`src/rtl/sd_sector_loader.sv`:
```
// Multi-sector SD block read sequencer: streams controller bytes into cartridge RAM with retry on timeout.
// Optional running byte checksum is built only when SD_LOADER_CHECKSUM_EN is defined.
module sd_sector_loader #(
  parameter int MEM_AW      = 17,
  parameter int MAX_RETRIES = 3,
  parameter bit BLOCK_ADDR  = 1'b1
) (
  input  logic              clk,
  input  logic              reset,
  input  logic              start,
  input  logic [31:0]       start_sector,
  input  logic [15:0]       sector_count,
  input  logic [MEM_AW-1:0] mem_base,
  output logic              busy,
  output logic              done,
  output logic              error,
  output logic [15:0]       sectors_done,
  output logic [15:0]       checksum,
  input  logic              sd_ready,
  output logic              sd_rd,
  output logic [31:0]       sd_address,
  input  logic [7:0]        sd_dout,
  input  logic              sd_byte_available,
  output logic              mem_we,
  output logic [MEM_AW-1:0] mem_addr,
  output logic [7:0]        mem_wdata,
  input  logic              mem_wait
);

  typedef enum logic [2:0] {
    IDLE, WAIT_RDY, ISSUE, STREAM, DRAIN, GAP, ERR
  } state_t;

  state_t            state, next_state;
  logic [31:0]       sector;
  logic [15:0]       count;
  logic [MEM_AW-1:0] blk_base;
  logic [7:0]        retries;
  logic [9:0]        byte_cnt;
  logic [7:0]        hold;
  logic              hold_full, hold_full_next, bav_prev;
  logic              active, capture, wr_done, accept, timeout, retry;

  assign active    = (state == ISSUE) || (state == STREAM) || (state == DRAIN);
  assign capture   = active && sd_byte_available && !bav_prev;
  assign wr_done   = hold_full && !mem_wait;
  assign accept    = (state == IDLE) && start && (sector_count != 16'd0);
  assign timeout   = (state == STREAM) && (byte_cnt < 10'd512) && sd_ready;
  assign retry     = timeout && (retries < 8'(MAX_RETRIES));
  assign mem_we    = hold_full;
  assign mem_wdata = hold;

  always_comb begin
    next_state     = state;
    hold_full_next = hold_full;
    if (wr_done) hold_full_next = 1'b0;
    if (capture) hold_full_next = 1'b1;
    // A timed-out sector's pending byte is stale; it will be re-read.
    if (timeout) hold_full_next = 1'b0;
    case (state)
      IDLE:     if (accept) next_state = WAIT_RDY;
      WAIT_RDY: if (sd_ready) next_state = ISSUE;
      ISSUE:    if (!sd_ready) next_state = STREAM;
      STREAM: begin
        if (byte_cnt == 10'd512) next_state = DRAIN;
        else if (sd_ready) next_state = retry ? GAP : ERR;
      end
      DRAIN:    if (sd_ready && !hold_full) next_state = GAP;
      GAP:      next_state = (sectors_done == count) ? IDLE : WAIT_RDY;
      ERR:      next_state = IDLE;
      default:  next_state = IDLE;
    endcase
  end

  always_ff @(posedge clk or posedge reset) begin
    if (reset) state <= IDLE;
    else       state <= next_state;
  end

  always_ff @(posedge clk or posedge reset) begin
    if (reset) begin
      busy         <= 1'b0;
      done         <= 1'b0;
      error        <= 1'b0;
      sectors_done <= 16'd0;
      sd_rd        <= 1'b0;
      sd_address   <= 32'd0;
      mem_addr     <= '0;
      hold         <= 8'd0;
      hold_full    <= 1'b0;
      bav_prev     <= 1'b0;
      byte_cnt     <= 10'd0;
      retries      <= 8'd0;
    end else begin
      done      <= 1'b0;
      bav_prev  <= sd_byte_available;
      hold_full <= hold_full_next;
      // Registered from next-cycle state so rd is already low while the holding byte waits for RAM.
      sd_rd     <= ((next_state == ISSUE) || (next_state == STREAM) || (next_state == DRAIN))
                   && !hold_full_next;
      if (capture) begin
        hold     <= sd_dout;
        byte_cnt <= byte_cnt + 10'd1;
      end
      if (wr_done) mem_addr <= mem_addr + 1'b1;
      case (state)
        IDLE: begin
          if (start && (sector_count == 16'd0)) begin
            done <= 1'b1;
          end else if (accept) begin
            busy         <= 1'b1;
            error        <= 1'b0;
            sectors_done <= 16'd0;
            mem_addr     <= mem_base;
            retries      <= 8'd0;
          end
        end
        WAIT_RDY: begin
          if (sd_ready) begin
            sd_address <= BLOCK_ADDR ? sector : {sector[22:0], 9'd0};
            byte_cnt   <= 10'd0;
          end
        end
        STREAM: begin
          if (byte_cnt != 10'd512 && retry) begin
            retries  <= retries + 8'd1;
            mem_addr <= blk_base;
          end
        end
        DRAIN: begin
          if (sd_ready && !hold_full) begin
            sectors_done <= sectors_done + 16'd1;
            retries      <= 8'd0;
          end
        end
        GAP: begin
          if (sectors_done == count) begin
            done <= 1'b1;
            busy <= 1'b0;
          end
        end
        ERR: begin
          error <= 1'b1;
          busy  <= 1'b0;
        end
        default: ;
      endcase
    end
  end

  always_ff @(posedge clk) begin
    if (accept) begin
      sector <= start_sector;
      count  <= sector_count;
    end else if (state == DRAIN && sd_ready && !hold_full) begin
      sector <= sector + 32'd1;
    end
    if (state == WAIT_RDY && sd_ready) blk_base <= mem_addr;
  end

`ifdef SD_LOADER_CHECKSUM_EN
  logic [15:0] sum, snap;

  always_ff @(posedge clk or posedge reset) begin
    if (reset)                sum <= 16'd0;
    else if (accept)          sum <= 16'd0;
    else if (retry)           sum <= snap;
    else if (wr_done)         sum <= sum + {8'h00, hold};
  end

  // Snapshot at command issue so a retried sector's partial bytes drop out of the sum.
  always_ff @(posedge clk) begin
    if (state == WAIT_RDY && sd_ready) snap <= sum;
  end

  assign checksum = sum;
`else
  assign checksum = 16'h0000;
`endif

endmodule

```
`config.mk`:
```
export PLATFORM = sky130hd
export DESIGN_NAME = sd_sector_loader
export DESIGN_NICKNAME = d
export VERILOG_FILES = /design/src/rtl/sd_sector_loader.sv
export SDC_FILE = /design/constraint.sdc
export NUM_CORES = 1
export LEC_CHECK = 0
export CORE_ASPECT_RATIO = 2
export CORE_MARGIN = 2
export CORE_UTILIZATION = 46
export CTS_BUF_LIST = sky130_fd_sc_hd__clkbuf_16
export DETAILED_ROUTE_END_ITERATION = 7
export MAX_ROUTING_LAYER = met4
export PLACE_DENSITY_LB_ADDON = 0.12
export SYNTH_ARGS = -nofsm -noshare
export SYNTH_HDL_FRONTEND = slang
export SYNTH_SLANG_ARGS = --single-unit
```
`constraint.sdc`:
```
create_clock -name clk -period 3.35 [get_ports clk]
set_clock_uncertainty 0.05 [all_clocks]
set_input_delay 0.67 -clock clk [delete_from_list [all_inputs] [get_ports clk]]
set_output_delay 0.67 -clock clk [all_outputs]
set_load 0.05 [all_outputs]
```
Yosys cells after proc, flatten, opt, wreduce, memory -nomap -nowiden
Index checks and enable logic that the tools add are counted.
{"block": "word_totals", "out_inout_bits": 94, "register_bits": 165, "in_bits": 79}
{"block": "op_classes", "n_mux": 41, "reduce_logical": 36, "magnitude_cmp": 2, "add_sub_neg": 5, "n_eq_ne": 17}
{"op": "$mux 17", "count": 4}
{"op": "$mux 32", "count": 2}
{"op": "$mux 16", "count": 3}
{"op": "$pmux 17 s2", "count": 1}
{"op": "$add 32x1->32 const B", "count": 1}
{"op": "$mux 8", "count": 4}
{"op": "$pmux 16 s2", "count": 1}
{"op": "$mux 10", "count": 3}
{"op": "$pmux 8 s3", "count": 1}
{"op": "$mux 3", "count": 6}
{"op": "$pmux 3 s6", "count": 1}
{"op": "$add 17x1->17 const B", "count": 1}
{"op": "$add 16x1->16 const B", "count": 1}
{"op": "$eq 16x16->1", "count": 1}
{"op": "$logic_not 16->1", "count": 1}
{"op": "$reduce_bool 16->1", "count": 1}
{"op": "$logic_and 1x1->1", "count": 15}
{"op": "$eq 3x2->1 const B", "count": 4}
{"op": "$eq 3x3->1 const B", "count": 4}
{"op": "$mux 1", "count": 11}
{"op": "$add 10x1->10 const B", "count": 1}
{"op": "$eq 10x10->1 const B", "count": 1}
{"op": "$lt 10x10->1 const B", "count": 1}
{"op": "$ne 10x10->1 const B", "count": 1}
{"op": "other kinds (17)", "count": 31}

Depth between registers and ports, before layout
{"block": "depth", "word_depth": 12, "depth_mapped": 9}

Least setup slack after synthesis
OpenSTA, ideal clock, no wires.
{"block": "synth_timing", "path_kind": "input port to flip-flop", "from": "input port sector_count[10]", "to": "register sd_rd", "setup_time_ns": 0.064, "t_arrival_ns": 2.478, "stages": 6, "setup_slack_ns": 0.758, "n_path_buf": 0, "t_required_ns": 3.236, "path_cell_list": "nor4_2 > nand4_1 > a21oi_4 > inv_1 > a311o_1 > a2bb2o_2"}
{"block": "synth_via", "elab_chain_cells": 8, "elab_cells_between_ends": 10, "cone_classes": "eq/ne (3); mux (2); reduce/logical (5)"}
{"element": "start, declared", "line": "12", "text": "input logic [15:0] sector_count,"}
{"element": "$reduce_bool 16->1 (*)", "line": "47", "text": "assign accept = (state == IDLE) && start && (sector_count != 16'd0);"}
{"element": "$logic_and 1x1->1 (*)", "line": "47"}
{"element": "$mux 3 (*)", "line": "61", "text": "IDLE: if (accept) next_state = WAIT_RDY;"}
{"element": "$pmux 3 s6 (*)", "line": "60", "text": "case (state)"}
{"element": "named net next_state[0]", "line": "34", "text": "state_t state, next_state;"}
{"element": "$eq 3x2->1", "line": "99", "text": "sd_rd <= ((next_state == ISSUE) || (next_state == STREAM) || (next_state == DRAIN))"}
{"element": "$logic_or 1x1->1", "line": "99"}
{"element": "$logic_or 1x1->1 (*)", "line": "99"}
{"element": "$logic_and 1x1->1 (*)", "line": "100", "text": "&& !hold_full_next;"}
{"element": "end signal, assigned", "line": "99"}
{"element": "end, declared", "line": "20", "text": "output logic sd_rd,"}
Mark *: on every way through the listed nets, which the timed path passes. The rest lies on a longest branch.
A chain may end at the register's enable or synchronous reset.

Worst setup path after layout
{"block": "layout_timing", "from": "input port sector_count[10]", "to": "register mem_addr[0]"}
{"block": "layout_via", "elab_chain_cells": 5, "elab_cells_between_ends": 7, "cone_classes": "mux (3); reduce/logical (4)"}
{"element": "$reduce_bool 16->1", "line": "47"}
{"element": "$logic_and 1x1->1", "line": "47"}
{"element": "$mux 17", "line": "110", "text": "end else if (accept) begin"}
{"element": "$mux 17 (*)", "line": "108", "text": "if (start && (sector_count == 16'd0)) begin"}
{"element": "$pmux 17 s2 (*)", "line": "106", "text": "case (state)"}
{"element": "end signal, assigned", "line": "105", "text": "if (wr_done) mem_addr <= mem_addr + 1'b1;"}
{"element": "end signal, assigned", "line": "114", "text": "mem_addr <= mem_base;"}
{"element": "end signal, assigned", "line": "127", "text": "mem_addr <= blk_base;"}
{"element": "end, declared", "line": "25", "text": "output logic [MEM_AW-1:0] mem_addr,"}
Every way passes the cells marked *; elsewhere a longest branch is shown, timed or not.

==> impl_metrics.tcl <==
set metrics [dict create \
    cts_tree "yes" \
    grt_pass1_wl_um 32700 \
    dpl_worst_slack_ns 0.394 \
    crit_buf_inv 3 \
    vias 5953 \
    rsz0062_at_grt "false" \
    fp.dieW_um 97.6 \
    die_h_um 191 \
    cpLargestDelayFamily "simple AND/OR/NAND/NOR gates" \
    async_flop_share_pct 60.6 \
    cts_buffers 17 \
    max_cap_violations 0 \
    core_um2 17200 \
    start_kind "primary input" \
    drc 0 \
    grt_max_degree 77 \
    p_leak_nw 4.05 \
    clock-root-buffer "clkbuf_16" \
    avgRoutedWirePerCell_um 18.6 \
    post-cts-setup-buffers 0 \
    crit_type "primary input to flop" \
    clock_sinks 165 \
    syn_to_final_growth_pct 27.8 \
    insertion_delay_ns 0.42 \
    ys_seq_area_share_pct 55.2 \
    cp-end-kind "flop" \
    cp.arrival_ns 2.77 \
    wl_um 20200 \
    cts.reportedPaths.clkPinSlew_ns 0.06 \
    fin_util_pct 60.0 \
    grt_pass1_vias 6394 \
    layout_setup_ws_ns 0.801 \
    postCtsHoldBufs 0 \
    start_util_pct 46.9 \
    min_delay_path_depth 2 \
    first_pass_iters 4 \
    gp_congestion 0.803 \
    fin_crit_ns 2.55 \
    h-tree-depth 4 \
    io_buffers 156 \
    track_usage_pct 22.9 \
    cts-resized-gates 0 \
    synth_flop_cell "dfrtp_1" \
    final_max_slew_viol_count 0 \
    fp-row-count 68 \
    die_area_um2 18700 \
    setup_viol 0 \
    viasPerCell 5.49 \
    tns_ns 0 \
    r2r-end "sectors_done[13]$_DFFE_PP0P_" \
    cp_max_fo 32 \
    worstPathCellList "clkdlybuf4s50_1 -> nor4_2 -> nand4_1 -> nand2_1 -> clkinv_2 -> buf_4 -> a22oi_1 -> o21ai_0" \
    synth_cell_types 64 \
    synth_warnings 0 \
    layout.nets 947 \
    max_freq_mhz 392 \
    hpwl_um 14700 \
    final_area_um2 10300 \
    detail_route.iter0.violations 295 \
    ys_seq_elements 165 \
    synthCells 707 \
    cp_slowest_cell "clkdlybuf4s50_1" \
    run_status "finished, final reports clean" \
    drive_above_1_share_pct 12.0 \
    max_slew_margin_pct 47.5 \
    overflow 0 \
    holdPathEnd "mem_wdata[1]$_DFFE_PP0P_" \
    vdd_drop_max_mv 0.553 \
    r2r_cells 7 \
    worst_path_largest_cell_delay_ns 0.45 \
    min_period_over_period_pct 76.1 \
    clock_path_buffers 2 \
    postSynthAreaPerCell_um2 11.4 \
    syn-cell-area_um2 8060 \
    rrSetupSlack_ns 0.87 \
    antenna_left 0 \
    ios 173 \
    holdCritStartpoint "mem_wdata[1]$_DFFE_PP0P_" \
    critPathRequiredTime_ns 3.57 \
    antenna_cells 0 \
    r2r_start "state[2]$_DFF_PP0_" \
    holdWs_ns 0.434 \
    post_dp_cell_area_um2 9760 \
    synth_edf_count 65 \
    hold_violations 0 \
    min_path_type "flop to flop" \
    antenna_found_initial 0 \
    worstMarginPinSlew_ns 0.788 \
    power.density_nw_per_um2 862 \
]
power by group:
part	switching, mW	internal (mW)	total, mW
sequential	0.537	2.80	3.34
combinational	2.37	1.35	3.72
clock	0.775	1.05	1.82
worst max path at each step:
stage                                      startpoint               endpoint  depth (start not counted)
after floorplan                                 reset     bav_prev$_DFF_PP0_                          1
after global placement                sector_count[9]  mem_addr[5]$_DFF_PP0_                          7
after detailed placement             sector_count[10]  mem_addr[0]$_DFF_PP0_                          8
after CTS                 sectors_done[2]$_DFFE_PP0P_        sectors_done[2]                          1
after global routing                 sector_count[10]  mem_addr[0]$_DFF_PP0_                          8
final                                sector_count[10]  mem_addr[0]$_DFF_PP0_                          8
layout make-up:
cell class / count / area (µm²)
flip-flops and latches: 165 / 4450
clock buffers: 18 / 450
inverters: 21 / 82.6
multi-input cells: 491 / 3300
well taps: 210 / 263
repair buffers: 166 / 1660
clock inverters: 14 / 92.6
fillers: 1435 / 6880
placed cells by master, fill, tap and decap left out, types with 3 or more instances in the layout:
cell | synthesis | layout
nand2_1 | 95 | 95
nor3_2 | 5 | 5
conb_1 | 1 | 16
inv_1 | 19 | 22
or3_1 | 8 | 8
mux2i_1 | 3 | 3
nor4_2 | 8 | 8
clkbuf_16 | 0 | 18
nand3_1 | 24 | 24
dfrtp_1 | 100 | 100
ha_1 | 6 | 6
edfxtp_1 | 65 | 65
o21ai_1 | 16 | 16
xor2_1 | 42 | 42
nand4_1 | 15 | 15
nor4_1 | 8 | 8
inv_4 | 0 | 5
a22oi_1 | 13 | 13
buf_4 | 17 | 8
nor3_1 | 10 | 10
and2_1 | 8 | 8
nor4_4 | 6 | 6
and4_1 | 7 | 7
xnor2_1 | 34 | 34
nor2b_1 | 5 | 5
o21ai_0 | 38 | 38
nor2_1 | 30 | 30
clkinv_2 | 0 | 4
mux2_2 | 33 | 33
and3_1 | 10 | 10
clkdlybuf4s50_1 | 0 | 156
a21oi_1 | 16 | 16
registers in the layout, summed over array words and instances (netlist names):
register / count
sector: 32
state: 3
sectors_done: 16
sd_rd: 1
sd_address: 32
done: 1
retries: 8
bav_prev: 1
busy: 1
mem_addr: 17
mem_wdata: 8
byte_cnt: 10
count: 16
mem_we: 1
blk_base: 17
error: 1
logic make-up (layout without fill, tap and decap cells):
| logic type | after synthesis | after routing | share of synthesized area [%] |
|---|---|---|---|
| AND/OR/NAND/NOR | 254 | 254 | 18.2 |
| XOR/XNOR | 76 | 76 | 8.25 |
| other | 1 | 16 | 0.0465 |
| multiplexers | 36 | 36 | 4.98 |
| AO/OA/AOI/OAI | 103 | 103 | 7.90 |
| flip-flops | 165 | 165 | 55.2 |
| buffers and inverters | 66 | 219 | 4.50 |
| adder cells (fa/ha/maj) | 6 | 6 | 0.931 |
through the flow:
step                power [mW]  cells
floorplan                 5.82    722
global placement          7.01   1053
detailed placement        7.12   1053
CTS                       8.96   1085
global route              9.33   1085
finish                    8.89   1085
Yosys cell counts (5+ instances only):
master / instances / area share, %
and2_1: 8 / 0.62
inv_1: 19 / 0.88
buf_4: 17 / 1.6
nor4_2: 8 / 1.2
a22oi_1: 13 / 1.2
nand2_1: 95 / 4.4
nor4_4: 6 / 1.6
o21ai_0: 38 / 2.4
xor2_1: 42 / 4.6
nor3_1: 10 / 0.62
clkbuf_1: 9 / 0.42
edfxtp_1: 65 / 24
or3_1: 8 / 0.62
xnor2_1: 34 / 3.7
and3_1: 10 / 0.78
ha_1: 6 / 0.93
nor2_1: 30 / 1.4
mux2_2: 33 / 4.6
nor3_2: 5 / 0.62
nand4_1: 15 / 1.2
buf_6: 5 / 0.70
dfrtp_1: 100 / 31
and4_1: 7 / 0.76
buf_2: 11 / 0.68
nor2b_1: 5 / 0.39
a21oi_1: 16 / 0.99
nor4_1: 8 / 0.62
o21ai_1: 16 / 0.99
nand3_1: 24 / 1.5
tightest hold or removal path, stage by stage, from the launching register on:
cell and delay (ns):
dfrtp_1 0.35, nand2_1 0.05, nand2_1 0.05
per-layer routing:
metal  vias to the layer above  share of wire [%]  track usage, %
met5                         -                  0               -
met4                         0                2.6            10.5
met3                        37                3.3            3.84
met2                       164                 57            41.9
met1                      2952                 37            23.7
li1                       2800                  -               -
No activity file was read; power rests on OpenSTA's default activity.
